`config.mk`:
```
export PLATFORM = sky130hd
export DESIGN_NAME = pipeline_hazard_ctrl
export DESIGN_NICKNAME = d
export VERILOG_FILES = /design/src/rtl/pipeline_hazard_ctrl.sv
export SDC_FILE = /design/constraint.sdc
export NUM_CORES = 1
export LEC_CHECK = 0
export ABC_AREA = 1
export BUFFER_PORTS_ARGS = -buffer_cell sky130_fd_sc_hd__clkbuf_2
export CORE_UTILIZATION = 40
export CTS_CLUSTER_SIZE = 28
export DETAILED_ROUTE_END_ITERATION = 8
export PLACE_DENSITY = 0.83
export SKIP_LAST_GASP = 1
export SLEW_MARGIN = 20
export SYNTH_ARGS = -nofsm -noshare
export SYNTH_HDL_FRONTEND = slang
export SYNTH_SLANG_ARGS = --single-unit
```
`constraint.sdc`:
```
create_clock -name clk -period 1.3 [get_ports clk]
set_input_delay 0.26 -clock clk [delete_from_list [all_inputs] [get_ports clk]]
set_output_delay 0.26 -clock clk [all_outputs]
set_load 0.02 [all_outputs]
```
`src/rtl/pipeline_hazard_ctrl.sv`:
```
`default_nettype none
// ============================================================================
// Module      : pipeline_hazard_ctrl
// Description : Hazard controller for a classic 5-stage in-order pipeline.
//               Drives the write enables and bubble (flush) controls of the
//               PC and the IF/ID, ID/EX, EX/MEM and MEM/WB registers, covering
//               load-use stalls, control-flow redirects resolved at EX/MEM,
//               data-memory back-pressure and a sticky memory-timeout error.
// Revision    : 1.0 - initial release
// ----------------------------------------------------------------------------
// Parameters
//   MEM_TIMEOUT   consecutive busy edges tolerated before the error state
//                 (0 disables the timeout)
// Optional feature macro
//   HAZARD_PERF_CNT_EN  when defined, builds the saturating stall/flush
//                       counters; otherwise both counter ports tie to 0.
// Ports
//   clk           in   1   rising-edge clock
//   reset         in   1   asynchronous active-high reset
//   id_rs, id_rt  in   5   source registers of the instruction in IF/ID
//   id_uses_rt    in   1   ID instruction reads rt as a source
//   ex_memread    in   1   ID/EX instruction is a load
//   ex_rt         in   5   ID/EX load destination
//   mem_redirect  in   1   taken branch / jump / jr at EX/MEM outputs
//   mem_busy      in   1   data memory not ready this cycle
//   pc_we .. memwb_we               out 1  register write enables
//   ifid_flush, idex_flush, exmem_flush out 1  insert bubble at next edge
//   timeout_err   out  1   sticky memory-timeout flag
//   stall_cycles  out  16  performance counter (pc_we low outside ERR)
//   flush_events  out  16  performance counter (accepted redirects)
// ============================================================================
module pipeline_hazard_ctrl #(
    parameter int unsigned MEM_TIMEOUT = 255
) (
    input  logic        clk,
    input  logic        reset,
    input  logic [4:0]  id_rs,
    input  logic [4:0]  id_rt,
    input  logic        id_uses_rt,
    input  logic        ex_memread,
    input  logic [4:0]  ex_rt,
    input  logic        mem_redirect,
    input  logic        mem_busy,
    output logic        pc_we,
    output logic        ifid_we,
    output logic        idex_we,
    output logic        exmem_we,
    output logic        memwb_we,
    output logic        ifid_flush,
    output logic        idex_flush,
    output logic        exmem_flush,
    output logic        timeout_err,
    output logic [15:0] stall_cycles,
    output logic [15:0] flush_events
);

    // 9-bit compare target so a timeout of 256 (counter wrap) is still exact.
    localparam logic [8:0] C_TIMEOUT = 9'(MEM_TIMEOUT);

    typedef enum logic [1:0] {
        S_RUN  = 2'd0,
        S_WAIT = 2'd1,
        S_ERR  = 2'd2
    } state_t;

    state_t      state_q, state_d;
    logic [7:0]  wait_cnt_q, wait_cnt_d;
    logic        timeout_err_q, timeout_err_d;
    logic [8:0]  cnt_inc;
    logic        load_use;

    // r0 is hard-wired zero, so a load "to r0" never creates a dependency.
    assign load_use = ex_memread && (ex_rt != 5'd0) &&
                      ((ex_rt == id_rs) || (id_uses_rt && (ex_rt == id_rt)));

    // ------------------------------------------------------------------
    // Hazard outputs: purely combinational, highest priority first.
    // ------------------------------------------------------------------
    always_comb begin
        pc_we       = 1'b1;
        ifid_we     = 1'b1;
        idex_we     = 1'b1;
        exmem_we    = 1'b1;
        memwb_we    = 1'b1;
        ifid_flush  = 1'b0;
        idex_flush  = 1'b0;
        exmem_flush = 1'b0;
        if (reset) begin
            // Pipeline keeps its normal-run controls while held in reset.
        end else if (state_q == S_ERR) begin
            pc_we    = 1'b0;
            ifid_we  = 1'b0;
            idex_we  = 1'b0;
            exmem_we = 1'b0;
            memwb_we = 1'b0;
        end else if (mem_busy) begin
            // Full freeze; any pending redirect stays parked in EX/MEM.
            pc_we    = 1'b0;
            ifid_we  = 1'b0;
            idex_we  = 1'b0;
            exmem_we = 1'b0;
            memwb_we = 1'b0;
        end else if (mem_redirect) begin
            // Kill the three younger instructions; a load-use is moot.
            ifid_flush  = 1'b1;
            idex_flush  = 1'b1;
            exmem_flush = 1'b1;
        end else if (load_use) begin
            // Hold PC and IF/ID, inject one bubble into ID/EX.
            pc_we      = 1'b0;
            ifid_we    = 1'b0;
            idex_flush = 1'b1;
        end
    end

    // ------------------------------------------------------------------
    // Memory-wait FSM next state.
    // ------------------------------------------------------------------
    always_comb begin
        state_d       = state_q;
        wait_cnt_d    = wait_cnt_q;
        timeout_err_d = timeout_err_q;
        cnt_inc       = {1'b0, wait_cnt_q} + 9'd1;
        case (state_q)
            S_RUN, S_WAIT: begin
                if (mem_busy) begin
                    wait_cnt_d = cnt_inc[7:0];
                    if (cnt_inc == C_TIMEOUT) begin
                        state_d       = S_ERR;
                        timeout_err_d = 1'b1;
                    end else begin
                        state_d = S_WAIT;
                    end
                end else begin
                    wait_cnt_d = 8'd0;
                    state_d    = S_RUN;
                end
            end
            default: begin
                // ERR is only left through reset.
                state_d       = S_ERR;
                timeout_err_d = 1'b1;
            end
        endcase
    end

    always_ff @(posedge clk or posedge reset) begin
        if (reset) begin
            state_q       <= S_RUN;
            wait_cnt_q    <= 8'd0;
            timeout_err_q <= 1'b0;
        end else begin
            state_q       <= state_d;
            wait_cnt_q    <= wait_cnt_d;
            timeout_err_q <= timeout_err_d;
        end
    end

    assign timeout_err = timeout_err_q;

    // ------------------------------------------------------------------
    // Optional saturating performance counters.
    // ------------------------------------------------------------------
`ifdef HAZARD_PERF_CNT_EN
    logic [15:0] stall_cycles_q, stall_cycles_d;
    logic [15:0] flush_events_q, flush_events_d;
    logic        redirect_acc;

    // A redirect is accepted only when it actually flushes the pipe.
    assign redirect_acc = mem_redirect && !mem_busy && (state_q != S_ERR);

    always_comb begin
        stall_cycles_d = stall_cycles_q;
        flush_events_d = flush_events_q;
        if (!pc_we && (state_q != S_ERR) && (stall_cycles_q != 16'hFFFF)) begin
            stall_cycles_d = stall_cycles_q + 16'd1;
        end
        if (redirect_acc && (flush_events_q != 16'hFFFF)) begin
            flush_events_d = flush_events_q + 16'd1;
        end
    end

    always_ff @(posedge clk or posedge reset) begin
        if (reset) begin
            stall_cycles_q <= 16'd0;
            flush_events_q <= 16'd0;
        end else begin
            stall_cycles_q <= stall_cycles_d;
            flush_events_q <= flush_events_d;
        end
    end

    assign stall_cycles = stall_cycles_q;
    assign flush_events = flush_events_q;
`else
    assign stall_cycles = 16'd0;
    assign flush_events = 16'd0;
`endif

endmodule
`default_nettype wire

```
---- After elaboration in Yosys (flattened, before gate mapping) ----
Index checks and enable logic that the tools add are counted.
word-level totals
  bits in registers ....................... 11
  bits of input ports ..................... 21
  output and inout bits ................... 41
  logic and storage cells ................. 43
operators by class
  $add $sub $neg .......................... 1
  equality and inequality tests ........... 7
  muxes and demuxes ....................... 24
  reductions and logical operators ........ 8
operator list
  kind                                                                    count
  1-bit two-way mux                                                       20
  5-bit equality test                                                     2
  8-bit by 1-bit adder with 9-bit output (second input constant)          1
  9-bit by 8-bit equality test with 1-bit output (second input constant)  1
  8-bit two-way mux                                                       1
  2-bit two-way mux                                                       3
  5-bit nonzero test                                                      1
  2-bit inequality test (second input constant)                           2
  1-bit logical AND                                                       3
  2-bit by 1-bit equality test with 1-bit output (second input constant)  1
  2-bit equality test (second input constant)                             1
  2-bit logical NOT                                                       1
  2-bit AND reduction                                                     1
  2-bit OR reduction                                                      1
  1-bit logical OR                                                        1

---- Depth between registers and ports, before layout ----
  depth after elaboration ................. 9
  mapped depth ............................ 10
  mapped depth without buffers ............ 9

---- Worst setup path before layout ----
OpenSTA, ideal clock, no wires.
  path kind ............................... register to output
  start point ............................. register state_q[1]
  end point ............................... output port ifid_flush
  arrival time ............................ 1.250 ns
  required time ........................... 1.040 ns
  slack ................................... -0.210 ns
  stages on the path, launching flop included .. 7
  path buffers ............................ 1
  cell sequence ........................... dfrtp_1 inv_2 o21ai_1 inv_2 nand2_1 nor2_1 buf_4
between the ends
  longest elaborated chain between the ends .. 3
ends and longest elaborated chain
  element                         RTL line  text
  start, declared                 66        state_t state_q, state_d;
  start signal, assigned          153       state_q <= state_d;
  2-bit equality test             90        end else if (state_q == S_ERR) begin
  1-bit two-way mux (2 in a row)  n/a
  end, declared                   49        output logic ifid_flush,
Every way passes these cells.

---- Worst setup path after layout ----
  start point ............................. register state_q[0]
  end point ............................... output port pc_we
between the ends
  longest elaborated chain between the ends .. 3
ends and longest elaborated chain
  element              RTL line  text
  2-bit equality test  90
  1-bit two-way mux    90
  1-bit two-way mux    88        if (reset) begin
  end, declared        44        output logic pc_we,
Every way passes these cells.

==> results_dict.tcl <==
set metrics [dict create \
    hpwl_mm 1.71 \
    vias 1030 \
    ir_drop_mv 0.649 \
    cts_root_buffer "clkbuf_4" \
    synth.top_cell.area_share_pct 24.1 \
    drcViolationCount 0 \
    status "finished with violations" \
    setup_viol 10 \
    fin_nets 234 \
    grt_pass1_wl_mm 3.62 \
    antenna_found_initial 0 \
    synth_most_common_cell "nand2_1" \
    clock_sinks 11 \
    cp.required_ns 1.04 \
    cap_violations 0 \
    grt-ovfl-total 0 \
    seq_area_frac_synth_pct 24.1 \
    hold_buffers 0 \
    synth_commonest_cells "42 x nand2_1, 36 x buf_4, 27 x inv_1" \
    cts_buffers 3 \
    critPathMaxFanout 3 \
    timing.fmax_mhz 655 \
    worst_slack_ns -0.226 \
    cts_max_level 1 \
    synth_edf_count 0 \
    core-area_um2 2590 \
    ys_types 21 \
    async_reset_ff_share_pct 100 \
    synth-seq-cells 11 \
    utilization_pct 51.5 \
    wire_per_inst_um 8.88 \
    die_x_um 55.4 \
    grt.total_usage_pct 14.5 \
    final_max_slew_viol_count 0 \
    die_area_um2 3070 \
    avgSynthCellArea_um2 6.59 \
    grt_pass1_vias 915 \
    fillers 269 \
    hold_path_class "in -> async" \
    hold_viol_final 0 \
    yosys_warnings 0 \
    io_pins 62 \
    critical-path-max-stage-delay_ns 0.40 \
    cp-start-kind "register" \
    fp.dieH_um 55.4 \
    viasPerCell 4.29 \
    layout.cells.non_filler 240 \
    start_util_pct 44.0 \
    min_period_over_period_pct 117 \
    pre_cts_ws_ns -0.111 \
    violations "negative setup slack" \
    syn-cell-area_um2 1140 \
    tritoncts "yes" \
    end_kind "output pin" \
    place.gp.congestion 0.786 \
    synthTopCellsByArea "dfrtp_1 24%, buf_4 24%, nand2_1 14%" \
    grt_max_degree 12 \
    rows 18 \
    synthCells 173 \
    clock_path_buffers 2 \
    powerDensity_nw_per_um2 593 \
    synthToLayoutAreaGrowth_pct 17.1 \
    clk_latency_ns 0.28 \
    io_buffers 29 \
    wirelength_mm 2.13 \
    rsz0062_at_grt "true" \
    setup_tns_ns -1.51 \
    dp.cells 233 \
    yosysTopAreaCell "dfrtp_1" \
    critical_path_arrival_ns 1.27 \
    p_leak_nw 0.823 \
    final_antenna_net_count 0 \
    antennaDiodeCount 0 \
    clk_pin_slew_worst_paths_ns 0.08 \
    fin_worst_skew_ns 0.00720 \
    critical_path_class "reg -> out" \
    synthFlopType "dfrtp_1" \
    drt_iter0_drc 34 \
    first_pass_iters 4 \
    drive_above_1_share_pct 32.9 \
    finalCriticalPeriod_ns 1.53 \
    crit_slowest_cell "dfrtp_1" \
    path_cells "o21ai_4 > inv_2 > a21oi_2 > nand2_2 > clkbuf_2" \
]
-- path summary, 6_finish.rpt --
kind | startpoint | end | slack [ns] | cells past startpoint
max reg2reg | wait_cnt_q[0]$_DFFE_PP0N_ | state_q[1]$_DFF_PP0_ | -0.03 | 8
max in group asynchronous | reset | wait_cnt_q[1]$_DFFE_PP0N_ | 1.07 | 3
max | state_q[0]$_DFF_PP0_ | pc_we | -0.23 | 5
min in group clk | mem_busy | timeout_err$_DFFE_PP0P_ | 0.25 | 3
min | reset | wait_cnt_q[2]$_DFFE_PP0N_ | 0.08 | 3
min reg2reg | timeout_err$_DFFE_PP0P_ | timeout_err$_DFFE_PP0P_ | 0.50 | 2
-- layout make-up --
class / count / area [um^2] / share of cell area [%]
timing repair buffer: 38 / 226 / 17.0
tap: 30 / 37.5 / 2.81
clock buffer: 4 / 26.3 / 1.97
multi-input combinational: 127 / 656 / 49.1
inverter: 30 / 114 / 8.53
sequential: 11 / 275 / 20.6
-- metrics by stage --
stage / cell area [um^2] / hold slack [ns] / total power [mW]
finish: 1340 / 0.0752 / 0.792
global route: 1340 / 0.121 / 0.845
CTS: 1300 / 0.0686 / 0.800
detailed placement: 1230 / 0.368 / 0.552
global placement: 1230 / 0.373 / 0.550
floorplan: 1280 / 0.121 / 0.572
-- kinds of logic after synthesis --
| kind of cell | Yosys count | share of synthesized area [%] |
|---|---|---|
| other cells | 1 | 0.329 |
| fa+ha+maj | 2 | 2.20 |
| flops | 11 | 24.1 |
| buf+inv | 66 | 33.6 |
| compound gates | 15 | 7.02 |
| xor+xnor | 2 | 1.54 |
| simple gates | 76 | 31.2 |
-- registers in the layout (all words and copies together) (netlist names) --
name,count
state_q,2
wait_cnt_q,8
timeout_err,1
-- repair_timing --
item                                   in CTS  in global routing
pin swaps                                   1                  6
resized for setup                           6                 13
setup endpoints to repair                  11                 11
buffers inserted                            2                  1
endpoints found under the hold margin       0                  0
-- power breakdown --
group	total, mW	leakage [nW]	switching, mW	internal, mW
clock	0.243	0.0150	0.124	0.119
combinational	0.208	0.706	0.153	0.0542
sequential	0.342	0.101	0	0.342
total	0.792	0.823	0.277	0.515
-- worst max-delay path: cells and delay by family (launching register included) --
| kind | cells | cell delay, ns |
|---|---|---|
| AND/OR/NAND/NOR | 1 | 0.06 |
| AO/OA/AOI/OAI | 2 | 0.31 |
| buffers and inverters | 2 | 0.22 |
| flip-flops | 1 | 0.40 |
-- layout by cell type (no fill, tap or decap), types with 2 or more instances in the layout --
cell / Yosys / final
nand3_1: 9 / 8
nand2_1: 42 / 38
conb_1: 1 / 32
o22ai_1: 4 / 4
clkbuf_2: 0 / 25
dfrtp_1: 11 / 11
nor2_2: 2 / 2
nand3_2: 3 / 4
a21oi_2: 0 / 2
nor2_1: 10 / 9
nand4_1: 2 / 2
inv_1: 27 / 26
buf_4: 36 / 12
clkbuf_4: 0 / 3
nor2_4: 2 / 3
nand2_2: 6 / 10
o21ai_0: 7 / 6
inv_2: 2 / 3
-- metal layers --
layer  vias to the layer above  global-route usage [%]  share of wire [%]  wire, um
li1                        533                       -                  -         -
met1                       447                    17.5                 43       917
met2                        45                    24.8                 50      1060
met3                         5                    2.58                5.0       106
met4                         0                    6.43                2.0        42
met5                         -                       0                  0         0
Power figures use the tool's default switching activity.
